<file path="src/rtl/imu_pkt_pkg.sv">
// Shared types and defaults for the IMU packet receive path.
package imu_pkt_pkg;

  typedef enum logic [2:0] {
    IDLE    = 3'd0,
    HUNT    = 3'd1,
    COLLECT = 3'd2,
    CHECK   = 3'd3,
    FLUSH   = 3'd4
  } imu_state_t;

  localparam int          IMU_PKT_SIZE_DEF   = 46;
  localparam logic [15:0] IMU_PKT_HEADER_DEF = 16'h5AA5;

  // Index width must also hold the value IMU_PKT_SIZE (end-of-burst marker).
  function automatic int idx_width(input int pkt_size);
    return $clog2(pkt_size + 1);
  endfunction

  function automatic logic [15:0] sat_inc16(input logic [15:0] v);
    return (v == 16'hFFFF) ? v : v + 16'd1;
  endfunction

endpackage

</file>
<file path="src/rtl/imu_pkt_buf.sv">
// One-packet byte buffer: single write port, registered read port.
module imu_pkt_buf
  import imu_pkt_pkg::*;
#(
  parameter int DEPTH = IMU_PKT_SIZE_DEF,
  parameter int IDX_W = idx_width(IMU_PKT_SIZE_DEF)
) (
  input  logic             clk,
  input  logic             reset,
  input  logic             wr_en,
  input  logic [IDX_W-1:0] wr_idx,
  input  logic [7:0]       wr_data,
  input  logic [IDX_W-1:0] rd_idx,
  output logic [7:0]       rd_data
);

  localparam logic [IDX_W-1:0] LIM = IDX_W'(DEPTH);

  logic [7:0] r_mem [DEPTH];
  logic [7:0] r_rd_data;

  // Byte storage; contents are don't-care after reset.
  always_ff @(posedge clk) begin
    if (wr_en && (wr_idx < LIM)) begin
      r_mem[wr_idx] <= wr_data;
    end
  end

  // Registered read port.
  always_ff @(posedge clk or posedge reset) begin
    if (reset) begin
      r_rd_data <= 8'h00;
    end else if (rd_idx < LIM) begin
      r_rd_data <= r_mem[rd_idx];
    end
  end

  assign rd_data = r_rd_data;

endmodule

</file>
<file path="src/rtl/imu_pkt_rx_ctrl.sv">
// IMU packet write-side controller: header hunt, collect, validate, burst to FIFO.
// Optional macro IMU_CHECKSUM_EN enables the payload checksum comparison.
module imu_pkt_rx_ctrl
  import imu_pkt_pkg::*;
#(
  parameter int          IMU_PKT_SIZE   = IMU_PKT_SIZE_DEF,
  parameter logic [15:0] IMU_PKT_HEADER = IMU_PKT_HEADER_DEF,
  parameter int          FIFO_DEPTH     = 1024,
  parameter int          FIFO_CNT_W     = 10,
  parameter int          TIMEOUT_CYC    = 4096
) (
  input  logic                  sys_clk,
  input  logic                  reset,
  input  logic                  rx_vld,
  input  logic [7:0]            rx_data,
  input  logic                  insert_en_async,
  input  logic [FIFO_CNT_W-1:0] fifo_wr_count,
  output logic                  fifo_wr_en,
  output logic [7:0]            fifo_din,
  output logic [15:0]           pkt_ok_cnt,
  output logic [15:0]           pkt_drop_cnt,
  output logic                  hunting
);

  localparam int                  IDX_W     = idx_width(IMU_PKT_SIZE);
  localparam int                  TMR_W     = $clog2(TIMEOUT_CYC + 1);
  localparam logic [IDX_W-1:0]    LAST_IDX  = IDX_W'(IMU_PKT_SIZE - 1);
  localparam logic [IDX_W-1:0]    PKT_LEN   = IDX_W'(IMU_PKT_SIZE);
  localparam logic [TMR_W-1:0]    TMR_LAST  = TMR_W'(TIMEOUT_CYC - 1);
  localparam logic [FIFO_CNT_W:0] CNT_DEPTH = (FIFO_CNT_W + 1)'(FIFO_DEPTH);
  localparam logic [FIFO_CNT_W:0] CNT_PKT   = (FIFO_CNT_W + 1)'(IMU_PKT_SIZE);

  imu_state_t       r_state;
  logic             r_ins_s1, r_ins_s2;
  logic [15:0]      r_det;
  logic [IDX_W-1:0] r_idx;
  logic [IDX_W-1:0] r_rd;
  logic [TMR_W-1:0] r_tmr;
  logic             r_wr_en;
  logic [15:0]      r_ok_cnt, r_drop_cnt;
  logic             r_hunting;

  logic             w_ins;
  logic             w_sum_ok;
  logic             w_room;
  logic [FIFO_CNT_W:0] w_space;
  logic             w_buf_we;
  logic [IDX_W-1:0] w_buf_widx;
  logic [7:0]       w_buf_rdata;

  // Two-flop synchronizer for the pix_clk-domain insertion enable.
  always_ff @(posedge sys_clk or posedge reset) begin
    if (reset) begin
      r_ins_s1 <= 1'b0;
      r_ins_s2 <= 1'b0;
    end else begin
      r_ins_s1 <= insert_en_async;
      r_ins_s2 <= r_ins_s1;
    end
  end

  assign w_ins   = r_ins_s2;
  assign w_space = CNT_DEPTH - {1'b0, fifo_wr_count};
  assign w_room  = (w_space >= CNT_PKT);

`ifdef IMU_CHECKSUM_EN
  logic [7:0] r_sum;
  logic       r_sum_ok;

  // Payload sum; the trailing byte is compared as it arrives.
  always_ff @(posedge sys_clk or posedge reset) begin
    if (reset) begin
      r_sum    <= 8'h00;
      r_sum_ok <= 1'b0;
    end else if (r_state == HUNT) begin
      r_sum <= 8'h00;
    end else if ((r_state == COLLECT) && rx_vld) begin
      if (r_idx == LAST_IDX) begin
        r_sum_ok <= (rx_data == r_sum);
      end else begin
        r_sum <= r_sum + rx_data;
      end
    end
  end

  assign w_sum_ok = r_sum_ok;
`else
  assign w_sum_ok = 1'b1;
`endif

  // Buffer writes. In HUNT a byte that follows the first header byte lands in
  // slot 1, any other in slot 0, so slots 0..1 hold the header at lock time.
  always_comb begin
    w_buf_we   = 1'b0;
    w_buf_widx = r_idx;
    if (rx_vld && w_ins && (r_state == HUNT) && (r_det != IMU_PKT_HEADER)) begin
      w_buf_we   = 1'b1;
      w_buf_widx = (r_det[7:0] == IMU_PKT_HEADER[15:8]) ? IDX_W'(1) : IDX_W'(0);
    end else if (rx_vld && w_ins && (r_state == COLLECT)) begin
      w_buf_we   = 1'b1;
    end else begin
      w_buf_we   = 1'b0;
    end
  end

  imu_pkt_buf #(
    .DEPTH (IMU_PKT_SIZE),
    .IDX_W (IDX_W)
  ) u_buf (
    .clk     (sys_clk),
    .reset   (reset),
    .wr_en   (w_buf_we),
    .wr_idx  (w_buf_widx),
    .wr_data (rx_data),
    .rd_idx  (r_rd),
    .rd_data (w_buf_rdata)
  );

  // Main packet FSM with registered status outputs.
  always_ff @(posedge sys_clk or posedge reset) begin
    if (reset) begin
      r_state    <= IDLE;
      r_det      <= 16'h0000;
      r_idx      <= '0;
      r_rd       <= '0;
      r_tmr      <= '0;
      r_wr_en    <= 1'b0;
      r_ok_cnt   <= 16'h0000;
      r_drop_cnt <= 16'h0000;
      r_hunting  <= 1'b1;
    end else begin
      case (r_state)
        IDLE: begin
          r_det     <= 16'h0000;
          r_hunting <= 1'b1;
          if (w_ins) begin
            r_state <= HUNT;
          end
        end
        HUNT: begin
          if (!w_ins) begin
            r_state <= IDLE;
          end else if (r_det == IMU_PKT_HEADER) begin
            r_state   <= COLLECT;
            r_det     <= 16'h0000;
            r_idx     <= IDX_W'(2);
            r_tmr     <= '0;
            r_hunting <= 1'b0;
          end else if (rx_vld) begin
            r_det <= {r_det[7:0], rx_data};
          end
        end
        COLLECT: begin
          if (!w_ins) begin
            r_state   <= IDLE;
            r_hunting <= 1'b1;
          end else if (rx_vld) begin
            r_tmr <= '0;
            r_idx <= r_idx + IDX_W'(1);
            if (r_idx == LAST_IDX) begin
              r_state <= CHECK;
            end
          end else if (r_tmr == TMR_LAST) begin
            r_drop_cnt <= sat_inc16(r_drop_cnt);
            r_state    <= HUNT;
            r_hunting  <= 1'b1;
          end else begin
            r_tmr <= r_tmr + TMR_W'(1);
          end
        end
        CHECK: begin
          if (rx_vld) begin
            r_det <= {r_det[7:0], rx_data};
          end
          if (w_sum_ok && w_room) begin
            r_state <= FLUSH;
            r_wr_en <= 1'b1;
            r_rd    <= IDX_W'(1);
          end else begin
            r_drop_cnt <= sat_inc16(r_drop_cnt);
            r_state    <= w_ins ? HUNT : IDLE;
            r_hunting  <= 1'b1;
          end
        end
        FLUSH: begin
          if (rx_vld) begin
            r_det <= {r_det[7:0], rx_data};
          end
          // r_rd runs one ahead of the byte on fifo_din (registered read).
          if (r_rd == PKT_LEN) begin
            r_wr_en   <= 1'b0;
            r_rd      <= '0;
            r_ok_cnt  <= sat_inc16(r_ok_cnt);
            r_state   <= w_ins ? HUNT : IDLE;
            r_hunting <= 1'b1;
          end else begin
            r_rd <= r_rd + IDX_W'(1);
          end
        end
        default: begin
          r_state   <= IDLE;
          r_wr_en   <= 1'b0;
          r_rd      <= '0;
          r_hunting <= 1'b1;
        end
      endcase
    end
  end

  assign fifo_wr_en   = r_wr_en;
  assign fifo_din     = w_buf_rdata;
  assign pkt_ok_cnt   = r_ok_cnt;
  assign pkt_drop_cnt = r_drop_cnt;
  assign hunting      = r_hunting;

endmodule
</file>
<file path="config.mk">
export PLATFORM = sky130hd
export DESIGN_NAME = imu_pkt_rx_ctrl
export DESIGN_NICKNAME = d
export VERILOG_FILES = /design/src/rtl/imu_pkt_pkg.sv /design/src/rtl/imu_pkt_buf.sv /design/src/rtl/imu_pkt_rx_ctrl.sv
export SDC_FILE = /design/constraint.sdc
export NUM_CORES = 1
export LEC_CHECK = 0
export ABC_AREA = 1
export CORE_MARGIN = 4
export CORE_UTILIZATION = 49
export CTS_CLUSTER_DIAMETER = 100
export DETAILED_ROUTE_END_ITERATION = 7
export MAX_ROUTING_LAYER = met4
export PLACE_DENSITY = 0.77
export SYNTH_ARGS = -nofsm -noshare
export SYNTH_HDL_FRONTEND = slang
export SYNTH_SLANG_ARGS = --single-unit
export TNS_END_PERCENT = 50
</file>
<file path="constraint.sdc">
create_clock -name sys_clk -period 3.78 [get_ports sys_clk]
set_clock_uncertainty 0.2 [all_clocks]
set_input_delay 1.134 -clock sys_clk [delete_from_list [all_inputs] [get_ports sys_clk]]
set_output_delay 1.134 -clock sys_clk [all_outputs]
set_load 0.005 [all_outputs]
</file>
==> metrics.cfg <==
[yosys]
synthesis.area_um2 = 19700
synth_area_per_cell_um2 = 11.1
synth.largest_area_cell = edfxtp_1
synth_top_area_frac = 0.561
synth-seq-cells = 456
synthCells = 1766
yosysWarnings = 0
ys_top_cells_by_area = edfxtp_1 56%, dfrtp_1 11%, nor2_1 5.7%
synth_cell_type_count = 53
synth-seq-area-share = 0.673
syn_nets = 1797
synthArstFlopShare = 0.193
synthFlopType = edfxtp_1
synth_edf_count = 368

[cts]
cts_root_buffer = clkbuf_16
cts_setup_buffers = 0
hold_buffers = 0
clock_latency_ns = 0.57
clk_pin_slew_ns = 0.06
cts-htree-levels = 2
cts.path.max_buffers = 3
cts_tree = done
post_cts_resized = 0
cts-buffers-inserted = 45
cts.sinks = 456

[detailed_routing]
first_iter_violations = 1771
wl_met3_um = 4210
wl_um = 48000
top_layer_used = met4
met2_length_um = 22800
wl_per_cell_um = 19.7
dr.pass1.iters = 8
antenna_left = 0
met1Wirelength_um = 19200
vias = 14020
drc = 0
via_per_inst = 5.77

[worst_setup_path]
arrival_ns = 3.31
critPathKind = in -> reg
start_kind = primary input
rr_worst_depth = 8
worstSetupEndpointType = register
cp_max_fo = 9
worstPathRequired_ns = 3.84

[run]
maxCapViolCount = 0

[placed_design]
gp_congestion = 0.958
numPortBuffers = 63
dp_hpwl_um = 29900

[sta]
max_slew_margin = 0.207
rsz0062_at_grt = no
hold_violations = 0
post-route-period-util = 0.859
fin_tns_setup_ns = 0
worst_pin_slew_ns = 1.19
setup_viol = 0
fin_crit_ns = 3.25
slew_violations = 0
fmaxAchievable_mhz = 308

[grt]
grt_first_pass_wirelength_um = 75700
grt_antenna_before_repair = 1
grt_overflow = 0
grt_pass1_vias = 13747
grt.total_usage = 0.225
grt_max_degree = 116

[floorplanning]
die_h_um = 208
ios = 64
core_area_um2 = 39700
die_w_um = 208
num_rows = 73
start_util = 0.495
die_area_um2 = 43400

[min_path]
holdPathStages = 0
hold_path_class = reg -> reg

[outcome]
status = completed

[final_layout]
fin_nets = 1899
fillers = 3175
fin_util = 0.572
area_growth_pct = 15.4
drive_above_1_share = 0.111

[power_and_ir_drop]
p_leak_nw = 8.27
power_density_nw_per_um2 = 628
peakVddDrop_mv = 0.393

-- synth_stat cells, drive strengths merged (18+ instances only) --
library cell	n
inv	106
edfxtp	368
nor2	310
buf	51
o211ai	52
nand4	31
o22ai	50
nand2	230
xnor2	18
clkbuf	37
o21ai	203
dfrtp	87
nand3	103
a21oi	35
-- where the power goes --
| part | leakage (nW) | switching [W] | internal [W] | total, W |
|---|---|---|---|---|
| Combinational | 3.05 | 0.00259 | 0.00115 | 0.00374 |
| Clock | 0.749 | 0.00187 | 0.00270 | 0.00458 |
| Sequential | 4.47 | 0.000280 | 0.00567 | 0.00595 |
| Total | 8.27 | 0.00475 | 0.00952 | 0.0143 |
-- worst paths after layout --
kind	endpoint	slack (ns)	from
worst min-delay path	r_ins_s2	0.15	r_ins_s1
min in group asynchronous	r_ins_s2	0.66	reset
worst max-delay path	u_buf.r_mem[10][6]	0.53	rx_vld
max in group asynchronous	r_rd[0]	2.04	reset
worst min register to register	r_ins_s2	0.15	r_ins_s1
worst max register to register	u_buf.r_mem[10][6]	0.97	r_state[2]
-- routing by layer --
layer  global-route usage  up-vias
li1                     -     6459
met1                0.297     6723
met2                0.355      706
met3               0.0419      132
met4               0.0797        0
met5                    -        -
-- worst max-delay path, stage by stage --
cell             delay (ns)
clkdlybuf4s50_1        0.51
nand2_1                0.10
nor2_1                 0.12
nand2_1                0.21
o21ai_1                0.31
nand3_1                0.45
nor2_1                 0.26
buf_4                  0.20
-- metrics by stage --
step | hold WS (ns) | worst slack (ns) | cell area, um^2 | total power [W] | std cells
3_5_place_dp | 0.136 | 0.0714 | 21200 | 0.00971 | 2346
2_1_floorplan | 0.131 | 0.169 | 19700 | 0.00846 | 1766
6_report | 0.148 | 0.533 | 22700 | 0.0143 | 2431
4_1_cts | 0.150 | 0.646 | 22700 | 0.0143 | 2430
5_1_grt | 0.164 | 0.365 | 22700 | 0.0150 | 2431
3_3_place_gp | 0.134 | 0.0919 | 21200 | 0.00964 | 2346
-- cell families after synthesis --
logic type	share of synthesized area
AND/OR/NAND/NOR	0.153
flip-flops	0.673
AO/OA/AOI/OAI	0.110
buffers and inverters	0.0421
XOR/XNOR	0.0160
adder cells (fa/ha/maj)	0.00572
-- cells in the final DEF (no fill, tap or decap), types with 7 or more instances in the layout --
cell	Yosys	routed
a21oi_1	33	33
buf_2	41	8
buf_4	4	76
clkbuf_1	37	7
clkbuf_16	0	45
clkbuf_8	0	8
clkdlybuf4s50_1	0	55
clkinv_1	3	10
clkinv_2	1	7
dfrtp_1	87	85
edfxtp_1	368	368
ha_1	9	9
inv_1	99	98
nand2_1	219	219
nand2_2	10	10
nand3_1	100	100
nand4_1	27	27
nor2_1	300	300
nor2_2	9	9
nor3_1	15	15
o211ai_1	52	52
o21ai_0	194	194
o221ai_1	13	13
o22ai_1	50	50
xnor2_1	17	17
xor2_1	17	17
-- cell type report --
type / instances / area [um^2] / area share
diodes: 1 / 2.50 / 0.000110
clock buffers: 60 / 1260 / 0.0556
clock inverters: 24 / 275 / 0.0121
inverters: 110 / 420 / 0.0185
multi-input cells: 1112 / 5600 / 0.246
flip-flops and latches: 456 / 13300 / 0.584
well taps: 525 / 657 / 0.0289
repair buffers: 143 / 1240 / 0.0546
-- flip-flops by register name, summed over array words and instances (netlist names) --
| name | count |
|---|---|
| u_buf.r_mem | 368 |
| pkt_drop_cnt | 16 |
| pkt_ok_cnt | 16 |
| r_det | 16 |
| r_tmr | 13 |
| u_buf.rd_data | 8 |
| r_idx | 6 |
| r_rd | 6 |
| r_state | 3 |
| fifo_wr_en | 1 |
| hunting | 1 |
| r_ins_s1 | 1 |
| r_ins_s2 | 1 |
Power figures use the tool's default switching activity.
